### config.mk
export PLATFORM = sky130hd
export DESIGN_NAME = mem_ctrl
export DESIGN_NICKNAME = d
export VERILOG_FILES = /design/src/rtl/mem_ctrl.sv
export SDC_FILE = /design/constraint.sdc
export NUM_CORES = 1
export LEC_CHECK = 0
export ABC_CLOCK_PERIOD_IN_PS = 11800
export BUFFER_PORTS_ARGS = -buffer_cell sky130_fd_sc_hd__buf_4
export CORE_UTILIZATION = 35
export DETAILED_ROUTE_END_ITERATION = 10
export GPL_TIMING_DRIVEN = 0
export PLACE_DENSITY = 0.63
export RECOVER_POWER = 50
export SYNTH_ARGS = -nofsm -noshare
export SYNTH_HDL_FRONTEND = slang
export SYNTH_SLANG_ARGS = --single-unit
### constraint.sdc
create_clock -name clk -period 11.8 [get_ports clk]
set_input_delay 1.77 -clock clk [delete_from_list [all_inputs] [get_ports clk]]
set_output_delay 1.77 -clock clk [all_outputs]
set_load 0.03 [all_outputs]
### src/rtl/mem_ctrl.sv
// Byte-serial memory controller arbitrating fetcher and load/store buffer onto
// a synchronous 8-bit RAM/IO bus; multi-byte transfers are assembled little-endian.
module mem_ctrl #(
   parameter logic [1:0] IO_HI     = 2'b11,
   parameter int         MAX_BYTES = 4
) (
   input  logic        clk,
   input  logic        rst,
   input  logic        rdy,
   input  logic        rollback,
   input  logic        if_start_signal,
   input  logic [31:0] if_pc,
   output logic        if_finish_signal,
   output logic [31:0] if_inst,
   input  logic        ls_start_signal,
   input  logic        ls_wr,
   input  logic [2:0]  ls_size,
   input  logic [31:0] ls_addr,
   input  logic [31:0] ls_wdata,
   output logic        ls_finish_signal,
   output logic [31:0] ls_rdata,
   input  logic [7:0]  mem_din,
   output logic [7:0]  mem_dout,
   output logic [31:0] mem_a,
   output logic        mem_wr,
   input  logic        io_buffer_full
);

   localparam int CW = $clog2(MAX_BYTES + 2);

   typedef enum logic [1:0] {IDLE, READ, WRITE} state_t;

   state_t         state_q, state_d;
   logic           pending_if_q, pending_if_d;
   logic           pending_ls_q, pending_ls_d;
   logic [31:0]    if_pc_q, if_pc_d;
   logic           ls_wr_q, ls_wr_d;
   logic [2:0]     ls_size_q, ls_size_d;
   logic [31:0]    ls_addr_q, ls_addr_d;
   logic [31:0]    ls_wdata_q, ls_wdata_d;
   logic [31:0]    xfer_addr_q, xfer_addr_d;
   logic [31:0]    xfer_wdata_q, xfer_wdata_d;
   logic [CW-1:0]  xfer_n_q, xfer_n_d;
   logic           xfer_if_q, xfer_if_d;
   logic [CW-1:0]  stage_q, stage_d;
   logic [31:0]    buf_q, buf_d;
   logic           if_finish_q, if_finish_d;
   logic [31:0]    if_inst_q, if_inst_d;
   logic           ls_finish_q, ls_finish_d;
   logic [31:0]    ls_rdata_q, ls_rdata_d;
   logic [31:0]    mem_a_q, mem_a_d;
   logic [7:0]     mem_dout_q, mem_dout_d;
   logic           mem_wr_q, mem_wr_d;

   logic           ls_io_stall;
   logic [1:0]     rd_idx;
   logic [31:0]    offset;

   assign ls_io_stall = ls_wr_q && (ls_addr_q[17:16] == IO_HI) && io_buffer_full;

   // stage_q counts edges since selection; read byte k lands two edges after its address
   always_comb begin
      state_d      = state_q;
      pending_if_d = pending_if_q;
      pending_ls_d = pending_ls_q;
      if_pc_d      = if_pc_q;
      ls_wr_d      = ls_wr_q;
      ls_size_d    = ls_size_q;
      ls_addr_d    = ls_addr_q;
      ls_wdata_d   = ls_wdata_q;
      xfer_addr_d  = xfer_addr_q;
      xfer_wdata_d = xfer_wdata_q;
      xfer_n_d     = xfer_n_q;
      xfer_if_d    = xfer_if_q;
      stage_d      = stage_q;
      buf_d        = buf_q;
      if_finish_d  = 1'b0;
      if_inst_d    = if_inst_q;
      ls_finish_d  = 1'b0;
      ls_rdata_d   = ls_rdata_q;
      mem_a_d      = mem_a_q;
      mem_dout_d   = mem_dout_q;
      mem_wr_d     = mem_wr_q;
      rd_idx       = 2'(stage_q - CW'(2));
      offset       = 32'(stage_q);

      if (if_start_signal) begin
         pending_if_d = 1'b1;
         if_pc_d      = if_pc;
      end else if (rollback) begin
         pending_if_d = 1'b0;
      end
      if (ls_start_signal) begin
         pending_ls_d = 1'b1;
         ls_wr_d      = ls_wr;
         ls_size_d    = ls_size;
         ls_addr_d    = ls_addr;
         ls_wdata_d   = ls_wdata;
      end

      case (state_q)
         IDLE: begin
            mem_wr_d = 1'b0;
            if (pending_ls_q && !ls_io_stall) begin
               pending_ls_d = ls_start_signal;
               xfer_addr_d  = ls_addr_q;
               xfer_wdata_d = ls_wdata_q;
               xfer_n_d     = CW'(ls_size_q);
               xfer_if_d    = 1'b0;
               stage_d      = CW'(1);
               buf_d        = '0;
               mem_a_d      = ls_addr_q;
               if (ls_wr_q) begin
                  mem_dout_d = ls_wdata_q[7:0];
                  mem_wr_d   = 1'b1;
                  state_d    = WRITE;
               end else begin
                  state_d = READ;
               end
            end else if (pending_if_q && !rollback) begin
               pending_if_d = if_start_signal;
               xfer_addr_d  = if_pc_q;
               xfer_n_d     = CW'(MAX_BYTES);
               xfer_if_d    = 1'b1;
               stage_d      = CW'(1);
               buf_d        = '0;
               mem_a_d      = if_pc_q;
               state_d      = READ;
            end
         end
         READ: begin
            if (xfer_if_q && rollback) begin
               state_d = IDLE;
            end else begin
               if (stage_q < xfer_n_q) begin
                  mem_a_d = xfer_addr_q + offset;
               end
               if (stage_q >= CW'(2)) begin
                  buf_d[{rd_idx, 3'b000} +: 8] = mem_din;
               end
               if (stage_q == xfer_n_q + CW'(1)) begin
                  state_d = IDLE;
                  if (xfer_if_q) begin
                     if_inst_d   = buf_d;
                     if_finish_d = 1'b1;
                  end else begin
                     ls_rdata_d  = buf_d;
                     ls_finish_d = 1'b1;
                  end
               end
               stage_d = stage_q + CW'(1);
            end
         end
         WRITE: begin
            if (stage_q < xfer_n_q) begin
               mem_a_d    = xfer_addr_q + offset;
               mem_dout_d = xfer_wdata_q[{stage_q[1:0], 3'b000} +: 8];
               mem_wr_d   = 1'b1;
               stage_d    = stage_q + CW'(1);
            end else begin
               mem_wr_d    = 1'b0;
               ls_finish_d = 1'b1;
               state_d     = IDLE;
            end
         end
         default: state_d = IDLE;
      endcase
   end

   // rdy low freezes every register, including request capture
   always_ff @(posedge clk or posedge rst) begin
      if (rst) begin
         state_q      <= IDLE;
         pending_if_q <= 1'b0;
         pending_ls_q <= 1'b0;
         if_pc_q      <= '0;
         ls_wr_q      <= 1'b0;
         ls_size_q    <= '0;
         ls_addr_q    <= '0;
         ls_wdata_q   <= '0;
         xfer_addr_q  <= '0;
         xfer_wdata_q <= '0;
         xfer_n_q     <= '0;
         xfer_if_q    <= 1'b0;
         stage_q      <= '0;
         buf_q        <= '0;
         if_finish_q  <= 1'b0;
         if_inst_q    <= '0;
         ls_finish_q  <= 1'b0;
         ls_rdata_q   <= '0;
         mem_a_q      <= '0;
         mem_dout_q   <= '0;
         mem_wr_q     <= 1'b0;
      end else if (rdy) begin
         state_q      <= state_d;
         pending_if_q <= pending_if_d;
         pending_ls_q <= pending_ls_d;
         if_pc_q      <= if_pc_d;
         ls_wr_q      <= ls_wr_d;
         ls_size_q    <= ls_size_d;
         ls_addr_q    <= ls_addr_d;
         ls_wdata_q   <= ls_wdata_d;
         xfer_addr_q  <= xfer_addr_d;
         xfer_wdata_q <= xfer_wdata_d;
         xfer_n_q     <= xfer_n_d;
         xfer_if_q    <= xfer_if_d;
         stage_q      <= stage_d;
         buf_q        <= buf_d;
         if_finish_q  <= if_finish_d;
         if_inst_q    <= if_inst_d;
         ls_finish_q  <= ls_finish_d;
         ls_rdata_q   <= ls_rdata_d;
         mem_a_q      <= mem_a_d;
         mem_dout_q   <= mem_dout_d;
         mem_wr_q     <= mem_wr_d;
      end
   end

   assign if_finish_signal = if_finish_q;
   assign if_inst          = if_inst_q;
   assign ls_finish_signal = ls_finish_q;
   assign ls_rdata         = ls_rdata_q;
   assign mem_a            = mem_a_q;
   assign mem_dout         = mem_dout_q;
   assign mem_wr           = mem_wr_q;

endmodule

== After elaboration in Yosys (flattened, before gate mapping) ==
Index checks and enable logic that the tools add are counted.
Cells by class
  equal/unequal tests: 11
  reduce and logical (&&, ||, !) cells: 24
  add/sub/neg operators: 5
  shift-type cells: 3
  bitwise operators: 2
  multiplexer cells: 52
  $lt $le $gt $ge: 2
Operator list (count)
  2-to-1 mux 32 bit: 8
  case mux 32 bit (3 select lines): 1
  case mux 32 bit (2 select lines): 1
  adder 32 x 3 -> 32 bit: 1
  bitwise mux 32 bit: 1
  variable shift 8 x 7 -> 32 bit (first input constant): 1
  indexed part select 32 x 6 -> 8 bit: 1
  indexed part select 8 x 7 -> 32 bit: 1
  2-to-1 mux 8 bit: 3
  2-to-1 mux 1 bit: 21
  AND reduction 5 bit: 4
  2-to-1 mux 3 bit: 6
  case mux 8 bit (2 select lines): 1
  2-to-1 mux 2 bit: 6
  AND reduction 4 bit: 3
  != test 2 bit (second input constant): 5
  case mux 3 bit (3 select lines): 1
  negation 5 -> 7 bit: 1
  adder 3 x 1 -> 3 bit (second input constant): 2
  != test 3 bit (second input constant): 2
  case mux 2 bit (3 select lines): 1
  AND reduction 2 bit: 3
  AND reduction 3 bit: 2
  nonzero test 2 bit: 3
  12 further kinds: 20
Storage, ports and cells
  word-level logic and storage cells: 120
  input port bits: 115
  register bits after elaboration: 314
  output and inout port bits: 107

== Depth between registers and ports, before layout ==
  depth after elaboration: 7
  mapped depth: 10
  depth with buffers taken out: 8

== Least setup slack after synthesis ==
No wires, ideal clock.
  path type: input -> register
  start point: input rollback
  end point: register mem_a_q[19] (netlist: mem_a[19])
  stages: 7
  arrival: 3.069 ns
  data required time: 11.674 ns
  library setup time: 0.126 ns
  setup slack: 8.605 ns
  cells stage by stage: nand2b_1 > nand2_1 > o21ai_2 > or3_1 > buf_2 > buf_6 > a221o_1
On the way
  longest elaborated chain between the ends: 4
Ends and longest elaborated chain
  from (decl): RTL line 10  | input logic rollback,
  logical NOT 1 bit: RTL line 120  | end else if (pending_if_q && !rollback) begin
  logical AND 1 bit: RTL line 120
  != test 3 bit (no line)
  AND reduction 4 bit (no line) (*)
  to (signal assigned): RTL line 213  | mem_a_q <= mem_a_d;
  to (decl): RTL line 51  | logic [31:0] mem_a_q, mem_a_d;
Mark *: on every way between the ends. The rest lies on a longest branch, timed or not.
A chain may end at the register's enable or synchronous reset.

==> impl_metrics.ini <==
[cts]
cts-hold-fix-buffers = 0
clk_pin_slew_ps = 60
clk_latency_ps = 530
htree_levels = 2
cts.sinks = 314
post_cts_buffers = 0
cts_root_buf = clkbuf_16
numCtsBuffers = 36
clk_path_buf_depth = 3
cts_tree = yes
post_cts_resize_count = 0

[worst_setup_path]
worstSetupPathType = in -> async
slowest_delay_ps = 2020
worstSetupStartpointType = primary input
endpoint_kind = asynchronous set/reset pin
path_buf_inv = 3
worst_ep_required_time_ps = 12390
cp_top_family = buffers and inverters
worstPathArrival_ps = 4620
cp_cell_sequence = clkbuf_4 > clkinvlp_2 > buf_16
crit_slowest_cell = clkinvlp_2
path_max_fanout = 130

[detailed_routing]
top_layer_used = met4
vias_per_cell = 5.025
antenna_left = 0
drtIter0Drc = 579
met1Wirelength_um = 17700
dr_wl_met2_um = 17340
drt_pre_antenna_iters = 5
drc = 0
wire_per_inst_um = 18.76
wl_met3_um = 2158
vias = 10190
postRouteWirelength_um = 38050

[sta]
finalCritPeriodShare_pct = 34.12
fmax_mhz = 248.4
worst_slew_pin_slew_ps = 3647
slew_viol_final = 78
holdWs_ps = 463.1
rsz0062_at_grt = no
hold_violations = 0
post-route-min-period_ps = 4026
maxSlewHeadroom_pct = -144.5
fin_skew_ps = 14.97
setup_viol = 0

[placement]
gp_congestion = 0.8366
io_buffers = 213
dp_cells = 1966
hpwl_um = 27290

[pwr]
p_leak_nw = 7.893
p_per_area_mw_per_mm2 = 281.3
p_sw_share_pct = 40.14
peakVddDrop_mv = 0.1254
p_switching_mw = 1.941
pwr-share-clk_pct = 24.2
seqPwrFrac_pct = 35.2
p_int_mw = 2.895
totalPowerFinal_mw = 4.836
combPwrFrac_pct = 40.5

[synthesis]
ys_seq_elements = 314
syn_area_per_cell_sq_um = 11.16
synth_top_flop_cell = dfrtp_1
synth_fa_ha_area_share_pct = 1.692
synthCells = 1233
synth_simple_gate_area_share_pct = 12.13
netlist_area_sq_mm = 0.01375
async_flop_share_pct = 100.0
synth_compound_area_share_pct = 11.63
synth_edf_count = 0
synth_cell_types = 56
synth-xor-area-share_pct = 1.910
ys.warnings.count = 0
synth.area.mux_share_pct = 12.50
yosysSeqAreaShare_pct = 57.13
synth_top_family_by_area = multiplexers
synth_nets = 1366

[outcome]
violations = capacitance limit, slew limit
status = complete, but fails checks

[cells_and_area]
layout.nets = 1619
antenna_cells = 0
syn2layout_area_growth_pct = 25.00
nFillCells = 3723
fin_util_pct = 44.38
fin_cells = 2028
drive_gt1_share_pct = 27.15
mostFrequentLayoutCells = dfrtp_1 (314), buf_4 (193), nand2_1 (159), a21oi_1 (129), nor2_1 (125)
mostFrequentLayoutCell = dfrtp_1

[floorplan]
initial_utilization_pct = 35.51
rows = 72
coreArea_sq_mm = 0.03874
die-area_sq_mm = 0.04010
die_x_um = 200.2
die_h_um = 200.2
io_pins = 222

[flow_run]
drv_cap = 1

[global_route]
grt_use_total_pct = 19.16
antenna_found_initial = 0
first_global_vias = 10430
grt_pass1_wl_um = 60290
grt_max_degree = 131
gr-total-overflow = 0

[worst_hold_path]
hp-class = reg -> reg
==> per-stage QoR <==
step | cell area [sq um] | worst slack (ps) | TNS [ps]
6_report | 17190 | 7774 | 0
5_1_grt | 17190 | 7289 | 0
4_1_cts | 17290 | 8464 | 0
3_5_place_dp | 16060 | 7901 | 0
3_3_place_gp | 16000 | -2194 | -673440
2_1_floorplan | 13750 | 1344 | 0
==> layer usage <==
layer,track usage [%],vias up
met5,0,-
met4,5.522,0
met3,4.621,53
met2,29.29,268
met1,26.94,5048
li1,-,4822
==> worst min-delay path, stage by stage (launching register included) <==
cell and delay (ps):
dfrtp_1 340, nand2_1 50, nand2_1 50
==> power groups by stage <==
| stage | sequential (mW) | clock (mW) | combinational, mW |
|---|---|---|---|
| 2_1_floorplan | 1.97 | 0 | 1.03 |
| 3_3_place_gp | 1.71 | 0 | 1.96 |
| 3_5_place_dp | 1.72 | 0 | 2.00 |
| 4_1_cts | 1.70 | 1.21 | 2.00 |
| 5_1_grt | 1.75 | 1.24 | 2.14 |
| 6_report | 1.70 | 1.17 | 1.96 |
==> final cells by class <==
class,count,area (sq um),share of cell area (%)
Sequential cell,314,7858,45.70
Multi-Input combinational cell,826,5473,31.83
Timing Repair Buffer,215,1575,9.162
Clock buffer,52,1052,6.120
Tap cell,518,648.1,3.770
Buffer,75,340.3,1.979
Clock inverter,10,177.7,1.033
Inverter,18,68.82,0.4003
==> Yosys cell counts, types with 14 or more instances <==
cell type	instances	share of area (%)
clkbuf_1	14	0.38
nor2_1	125	3.4
nand2_1	159	4.3
buf_1	22	0.60
mux2i_1	39	2.8
dfrtp_1	314	57
mux2_2	102	8.4
o21ai_0	28	1.0
a21oi_1	129	4.7
nor3_1	17	0.62
nand3_1	19	0.69
a22o_1	38	2.4
a22oi_1	24	1.3
ha_1	17	1.5
xnor2_1	19	1.2
inv_1	16	0.44
buf_2	35	1.3
==> registers in the layout (all words and copies together) (netlist names) <==
name,count
if_pc_q,32
ls_wdata_q,32
mem_dout,8
mem_wr,1
ls_finish_signal,1
stage_q,3
ls_rdata,32
mem_a,32
pending_ls_q,1
xfer_n_q,3
ls_size_q,3
if_finish_signal,1
ls_wr_q,1
buf_q,32
if_inst,32
xfer_addr_q,32
xfer_wdata_q,32
pending_if_q,1
ls_addr_q,32
state_q,2
xfer_if_q,1
==> logic make-up (layout without fill, tap and decap cells) <==
family                   after synthesis  in the layout
buffers and inverters                 93            370
adder cells (fa/ha/maj)               18             18
multiplexers                         149            149
flip-flops                           314            314
AND/OR/NAND/NOR                      375            375
XOR/XNOR                              30             30
AO/OA/AOI/OAI                        254            254
==> path summary, 6_finish.rpt <==
| path | from | endpoint | slack, ps | cells past startpoint |
|---|---|---|---|---|
| setup / recovery | rst | xfer_wdata_q[22]$_DFFE_PP0P_ | 7770 | 3 |
| hold / removal | ls_wdata_q[16]$_DFFE_PP0P_ | xfer_wdata_q[16]$_DFFE_PP0P_ | 460 | 2 |
| setup reg to reg | stage_q[1]$_DFFE_PP0P_ | if_inst[21]$_DFFE_PP0P_ | 8420 | 7 |
| hold reg to reg | ls_wdata_q[16]$_DFFE_PP0P_ | xfer_wdata_q[16]$_DFFE_PP0P_ | 460 | 2 |
| max in group clk | rdy | ls_addr_q[16]$_DFFE_PP0P_ | 8220 | 6 |
| min in group asynchronous | rst | if_pc_q[25]$_DFFE_PP0P_ | 2320 | 2 |
No activity file was read; power rests on OpenSTA's default activity.
